$ cat src/rtl/cp0_timer_irq.sv
// Count/Compare timer and interrupt-pending unit carved out of CP0.
// Owns Count, Compare, Cause.TI and Cause.IP; produces a masked, prioritised interrupt request.
module cp0_timer_irq #(
  parameter int unsigned N_HW_INT    = 6,
  parameter int unsigned COUNT_DIV   = 2,
  parameter int unsigned SYNC_STAGES = 2,
  parameter int unsigned TI_LINE     = 7
) (
  input  logic                clk,
  input  logic                rst,
  input  logic [N_HW_INT-1:0] hw_int,
  input  logic                w_ena,
  input  logic [7:0]          w_addr,
  input  logic [31:0]         w_data,
  input  logic [7:0]          r_addr,
  output logic [31:0]         r_data,
  output logic                r_hit,
  input  logic [7:0]          status_im,
  input  logic                status_ie,
  input  logic                status_exl,
  output logic [7:0]          cause_ip,
  output logic                cause_ti,
  output logic                int_req,
  output logic [2:0]          int_num
);

  localparam int unsigned DivW        = (COUNT_DIV > 1) ? $clog2(COUNT_DIV) : 1;
  localparam logic [7:0]  AddrCount   = 8'h48;  // {9,0}
  localparam logic [7:0]  AddrCompare = 8'h58;  // {11,0}
  localparam logic [7:0]  AddrCause   = 8'h68;  // {13,0}

  logic [31:0]         count_q, count_d;
  logic [31:0]         compare_q, compare_d;
  logic [DivW-1:0]     div_q, div_d;
  logic                ti_q, ti_d;
  logic                match_q, match_d;
  logic [1:0]          ip_sw_q, ip_sw_d;
  logic [N_HW_INT-1:0] sync_q [SYNC_STAGES];

  logic        wr_count, wr_compare, wr_cause, tick;
  logic [31:0] count_inc;
  logic [7:0]  pend;

  always_comb begin
    wr_count   = w_ena && (w_addr == AddrCount);
    wr_compare = w_ena && (w_addr == AddrCompare);
    wr_cause   = w_ena && (w_addr == AddrCause);
    tick       = (div_q == DivW'(COUNT_DIV - 1));
    count_inc  = count_q + 32'd1;

    count_d = count_q;
    div_d   = div_q + DivW'(1);
    match_d = 1'b0;
    if (wr_count) begin
      count_d = w_data;
      div_d   = '0;
    end else if (tick) begin
      count_d = count_inc;
      div_d   = '0;
      // Match is flagged now and lands in TI next cycle; a Compare write cancels it.
      match_d = (count_inc == compare_q) && !wr_compare;
    end

    compare_d = wr_compare ? w_data : compare_q;
    ti_d      = wr_compare ? 1'b0 : (ti_q | match_q);
    ip_sw_d   = wr_cause ? w_data[9:8] : ip_sw_q;
  end

  always_ff @(posedge clk or negedge rst) begin
    if (!rst) begin
      count_q   <= '0;
      compare_q <= '0;
      div_q     <= '0;
      ti_q      <= 1'b0;
      match_q   <= 1'b0;
      ip_sw_q   <= '0;
    end else begin
      count_q   <= count_d;
      compare_q <= compare_d;
      div_q     <= div_d;
      ti_q      <= ti_d;
      match_q   <= match_d;
      ip_sw_q   <= ip_sw_d;
    end
  end

  always_ff @(posedge clk or negedge rst) begin
    if (!rst) begin
      for (int unsigned s = 0; s < SYNC_STAGES; s++) sync_q[s] <= '0;
    end else begin
      sync_q[0] <= hw_int;
      for (int unsigned s = 1; s < SYNC_STAGES; s++) sync_q[s] <= sync_q[s-1];
    end
  end

  always_comb begin
    cause_ip      = '0;
    cause_ip[1:0] = ip_sw_q;
    for (int unsigned i = 0; i < N_HW_INT; i++) cause_ip[2+i] = sync_q[SYNC_STAGES-1][i];
    cause_ip[TI_LINE] = cause_ip[TI_LINE] | ti_q;
    cause_ti = ti_q;

    pend    = cause_ip & status_im;
    int_req = (|pend) && status_ie && !status_exl;
    int_num = '0;
    for (int unsigned i = 0; i < 8; i++) begin
      if (pend[i]) int_num = 3'(i);
    end
  end

  always_comb begin
    r_data = '0;
    r_hit  = 1'b1;
    case (r_addr)
      AddrCount:   r_data = count_q;
      AddrCompare: r_data = compare_q;
      AddrCause:   r_data = {1'b0, ti_q, 14'b0, cause_ip, 8'b0};
      default:     r_hit  = 1'b0;
    endcase
  end

endmodule

$ cat config.mk
export PLATFORM = sky130hd
export DESIGN_NAME = cp0_timer_irq
export DESIGN_NICKNAME = d
export VERILOG_FILES = /design/src/rtl/cp0_timer_irq.sv
export SDC_FILE = /design/constraint.sdc
export NUM_CORES = 1
export LEC_CHECK = 0
export CORE_ASPECT_RATIO = 0.9
export CORE_MARGIN = 4
export CORE_UTILIZATION = 52
export DETAILED_ROUTE_END_ITERATION = 6
export HOLD_SLACK_MARGIN = 0.08
export PLACE_DENSITY = 0.92
export SETUP_SLACK_MARGIN = 0.5
export SLEW_MARGIN = 5
export SYNTH_ARGS = -nofsm -noshare
export SYNTH_HDL_FRONTEND = slang
export SYNTH_SLANG_ARGS = --single-unit
$ cat constraint.sdc
create_clock -name clk -period 3.4 [get_ports clk]
set_input_delay 0.34 -clock clk [delete_from_list [all_inputs] [get_ports clk]]
set_output_delay 0.34 -clock clk [all_outputs]
set_load 0.05 [all_outputs]
==> impl_results.md <==
- Via count: 4840
- Count leader, synth: dfrtp_1
- Internal cell power: 2.04 mW
- Crit start category: register
- Total Wirelength: 14900 um
- Pin count of the biggest net entering global routing: 82
- Drt wl/cell: 18.4 um
- Htree depth: 3
- Worst Path Arrival: 3.04 ns
- Class of the most critical setup path: reg -> reg
- FP Rows: 34
- Clock Sinks: 81
- Max-slew violations: 0
- GRT Util Overall: 24.6%
- Outcome: finished clean
- CTS max path bufs: 2
- Synth-to-layout area growth: 35.5%
- DRC viols: 0
- Post-CTS Hold Buffers: 0
- Leading post-synthesis cells by cell area: dfrtp_1, mux2_2, mux2i_1
- Final RePlAce weighted congestion: 0.934
- VDD IR max: 0.294 mV
- # IOs: 113
- Critical-path top delay cell: or4_4
- Global-route wire length before repair: 23200 um
- TritonCTS Buffers: 9
- Req. time, crit path: 3.65 ns
- Synth Flop Type: dfrtp_1
- Multi-input gate area: 0.00303 mm^2
- Worst Tran Pin Value: 1.04 ns
- Min Hold Slack: 0.162 ns
- Starting DRT DRC Count: 344
- Worst rel slew slack: 30.9%
- CTS tree: yes
- Post-DP HPWL: 10400 um
- DRT antenna net count: 0
- Die area: 0.0118 mm^2
- Mapped Cells: 575
- Total leakage power: 2.86 nW
- Fillcell total: 708
- Vias in the first global route: 4672
- Final Hold Vio Count: 0
- F_max: 358 MHz
- Area leader, netlist: dfrtp_1
- Setup TNS: 0 ns
- Mapped Area: 0.00526 mm^2
- Largest stage delay, worst path: 0.63 ns
- Clock skew: 0.00708 ns
- DP Cell Count: 775
- Sequential share of power: 41.2%
- Layout cells sized above 1: 21.4%
- Reg area: 0.00205 mm^2
- Pwr dens: 423 mW/mm^2
- Register area share after synthesis: 38.6%
- Area share of the largest cell type after synthesis: 38.6%
- CP Max Fanout: 8
- Die Wd: 114 um
- First-pass DRT Iterations: 6
- Clk pwr share: 33.3%
- Cell Count, Final, Fillers Out: 812
- Global route overflow: 0
- Unrepaired setup endpoints after global routing: false
- Worst Setup End Kind: register
- CP bufs+invs: 0
- Commonest cells in the netlist: dfrtp_1, nand2_1, nor2_1
- Hold Crit Class: in -> async
- Delay-heaviest family, CP: simple AND/OR/NAND/NOR gates
- Die height: 103 um
- Ys async rst share: 100%
- Syn nets: 643
- Clock transition at the registers of the reported paths: 0.07 ns
- Comb pwr share: 25.5%
- Starting Density: 53.7%
- Post-synth EDFFs: 0
- Sw Ratio: 32.2%
- Synth Register Bits: 81
- Antenna cells: 0
- Final setup vio count: 0
- Most used cell, CP: nand4_1
- Initial antenna violation count: 0
- Final period util: 82.1%
- Root buf cell: clkbuf_16
- Via density: 5.96
- Port bufs: 112
- Net load switching power: 0.969 mW
- Layout Nets: 749
- Final min period: 2.79 ns
- Yosys cell types: 53
- Worst-Skew Late Latency: 0.34 ns
- Core box area: 0.00978 mm^2
- Synthesis Warnings: 0
- Max-cap viol count: 0
- Syn Area/Cell: 9.14 um^2
- CP Cell Sequence: ha_4 -> nand4_1 -> or4_4 -> xor2_1 -> a22oi_1 -> nand4_1 -> or4_1 -> nor4_2
layer usage:
metal | vias to the layer above | GRT usage [%] | wire length [um]
met3 | 41 | 5.06 | 1060
met5 | - | 0 | 0
met1 | 2353 | 32.1 | 6150
li1 | 2234 | - | -
met4 | 0 | 8.04 | 328
met2 | 212 | 41.4 | 7400
stage by stage:
step / setup slack [ns] / total power, mW / util, % / cell area, um^2
final: 0.607 / 3.01 / 72.8 / 7120
after global routing: 0.472 / 3.13 / 72.8 / 7120
after CTS: 0.500 / 2.88 / 70.9 / 6940
after detailed placement: 0.376 / 1.87 / 67.5 / 6610
after global placement: 0.479 / 1.85 / 67.5 / 6610
after floorplan: 0.678 / 1.65 / - / 5260
cells by family after synthesis:
kind of cell | after synthesis | share of synthesized area, %
simple gates | 216 | 20.8
fa+ha+maj | 1 | 0.238
buf+inv | 54 | 4.62
compound gates | 80 | 9.33
xor+xnor | 73 | 12.3
mux | 70 | 14.1
flops | 81 | 38.6
state kept, by name, indices dropped and copies added, names as in the netlist:
signal     count
ip_sw_q        2
cause_ip       5
count_q       32
div_q          1
compare_q     32
cause_ti       1
sync_q         7
match_q        1
cell type report:
type,count,share of cell area [%]
clock buffers,9,3.16
repair buffers,143,22.0
well taps,126,2.21
inverters,6,0.316
multi-input cells,440,42.5
clock inverters,7,1.07
flip-flops and latches,81,28.7
worst paths after layout:
| kind | from | to | slack (ns) | cells past startpoint |
|---|---|---|---|---|
| min reg2reg | sync_q[10]$_DFF_PN0_ | cause_ip[6]$_DFF_PN0_ | 0.35 | 0 |
| max | count_q[0]$_DFFE_PN0N_ | match_q$_DFF_PN0_ | 0.61 | 8 |
| max in group asynchronous | rst | count_q[8]$_DFFE_PN0N_ | 2.47 | 1 |
| min | rst | sync_q[10]$_DFF_PN0_ | 0.16 | 1 |
| max reg2reg | count_q[0]$_DFFE_PN0N_ | match_q$_DFF_PN0_ | 0.61 | 8 |
| min in group clk | sync_q[10]$_DFF_PN0_ | cause_ip[6]$_DFF_PN0_ | 0.35 | 0 |
cell usage in the layout, fill, tap and decap left out, types with 7 or more instances in the layout:
master	netlist	final
buf_4	9	40
mux2_2	34	34
nor2_1	59	59
xor2_1	35	35
nor3_1	7	7
mux2i_1	36	36
xnor2_1	37	37
nand3_1	16	16
dfrtp_2	0	15
buf_12	0	24
o21ai_0	37	37
clkdlybuf4s50_1	0	78
clkbuf_16	0	9
nand2_1	59	59
a21oi_1	15	15
nand4_1	20	20
dfrtp_1	81	66
power by group through the flow:
stage / Sequential [mW] / Combinational, mW / Clock [mW]
after floorplan: 1.14 / 0.519 / 0
after global placement: 1.24 / 0.609 / 0
after detailed placement: 1.25 / 0.616 / 0
after CTS: 1.24 / 0.633 / 1.01
after global routing: 1.26 / 0.827 / 1.05
final: 1.24 / 0.768 / 1.00
repair_timing:
item / in CTS / in global routing
pin swaps: 1 / 1
buffers inserted: 2 / 19
endpoints found under the setup margin: 4 / 7
gates resized for setup: 9 / 12
(Power assumes the default switching activity.)
==> RTL change (config.mk and constraints unchanged) <==
Reset style: synchronous (`rst`), changed in 2 clocked blocks.
--- a/src/rtl/cp0_timer_irq.sv
+++ b/src/rtl/cp0_timer_irq.sv
@@ -66,7 +66,7 @@
     ip_sw_d   = wr_cause ? w_data[9:8] : ip_sw_q;
   end
 
-  always_ff @(posedge clk or negedge rst) begin
+  always_ff @(posedge clk) begin
     if (!rst) begin
       count_q   <= '0;
       compare_q <= '0;
@@ -84,7 +84,7 @@
     end
   end
 
-  always_ff @(posedge clk or negedge rst) begin
+  always_ff @(posedge clk) begin
     if (!rst) begin
       for (int unsigned s = 0; s < SYNC_STAGES; s++) sync_q[s] <= '0;
     end else begin
Check against the original RTL: differs if rst is asserted again (counterexample within 4 cycles, from zero or initial values and one cycle with rst low); with rst held inactive, the same outputs for 4 cycles.
==> RTL change against the original RTL <==
Worst setup slack better by 0.015 ns; count of clock-buffer cells in the layout is 2 higher; synthesized area is 1.2% lower; wire length is 1.2% higher; non-clock buffer count is 20 lower; design area is 5.9% lower; sequential cell count stayed put; die area is 1.1% lower; critical endpoint is now match_q.
Power is not compared: it rests on default switching activity, and its combinational part moved more than twofold at a synthesized area within 25%.
==> RTL change: results (changes against the original RTL) <==
Post-synthesis compound-gate area fraction: 0.199 (+0.106)
Filler instances: 729 (+3.0%)
M1 wire length: 6220 um (+1.1%)
Dpl cell area: 0.00643 mm^2 (-2.7%)
Synth top cells by count: nand2_1, dfxtp_1, nor2_1, xnor2_1, xor2_1
CTS resizes: 1 (-8)
Async SR Flop Fraction: 0 (-1.00)
XOR/XNOR share of the synthesized area: 0.123 (about the same)
CP max stage delay: 0.49 ns (-0.14 ns)
Global Route met2 Usage: 0.427 (+0.0131)
Layout net count: 785 (+4.8%)
Sequential share of cell area: 0.242 (-0.0452)
Clk cell area share: 0.0364 (-0.00593)
Worst Hold Class: reg -> reg
Drt via density: 6.00 (+0.64%)
Clk slew on worst S/H paths: 0.09 ns (+0.02 ns)
Via count: 5087 (+5.1%)
Post-CTS setup buffers: 0 (-2)
Non-clock buffer share: 0.207 (-0.0130)
Adder-Cell Fraction of Synth Area: 0.00241 (+0.0000293)
Least-Margin Pin Slew: 1.17 ns (+0.132 ns)
Post-DR wirelength/cell: 17.8 um (-3.1%)
First-pass GRT wire length: 23800 um (+2.6%)
Multi-input gate share of total cell area: 0.490 (+0.0649)
Seq/Total Area, Yosys: 0.312 (-0.0733)
Outcome: complete, no violations
Mapped Cells: 639 (+11%)
Met3 wire len: 1130 um (+7.2%)
Vias in the first global route: 4861 (+4.0%)
Ys flop type: dfxtp_1
Worst setup path endpoint: match_q
Iteration count of the initial detailed-routing pass: 5 (-1)
Setup Skew: 0.0111 ns (+0.00403 ns)
Signal buffers: 123 (-14%)
Leading post-synthesis cells by cell area: dfxtp_1, nand2_1, xnor2_1
Number of multi-input logic gates: 500 (+14%)
Largest registers: compare_q (32), count_q (32), sync_q (12)
Mux cell area share after synthesis: 0.0311 (-0.110)
Nonclk inv count: 2 (-4)
Critical path's slowest cell: dfxtp_1
M1 GR Usage: 0.326 (+0.00551)
Total global-route track usage: 0.252 (+0.00630)
Syn_nets: 707 (+10%)
Clock buffers: 11 (+2)
CTS Root Cell: clkbuf_8
CP Launch Point: count_q[0]
GPL Wtd Cong: 0.950 (+1.8%)
Worst-path fanout max: 6 (-2)
RTL change: cell count changes after synthesis, moves of 6 or more:
| cell | unedited run | this run |
|---|---|---|
| dfrtp_1 | 81 | 0 |
| dfxtp_1 | 0 | 81 |
| nand2_1 | 59 | 124 |
| mux2_2 | 34 | 1 |
| a21boi_0 | 1 | 33 |
| o211a_1 | 0 | 29 |
| o21ai_0 | 37 | 13 |
| a22o_1 | 0 | 23 |
| nor2_1 | 59 | 37 |
| mux2i_1 | 36 | 15 |
| and2_1 | 6 | 16 |
| nand4_1 | 20 | 12 |
| nor3_1 | 7 | 14 |
| buf_6 | 0 | 6 |
RTL change: per-stage QoR:
step	setup slack, ns	util	power (uW)
final	0.622	0.691	2050
after global routing	0.452	0.691	2110
after CTS	0.515	0.688	2040
after detailed placement	0.490	0.663	1200
after global placement	0.585	0.663	1190
after floorplan	0.964	-	1080
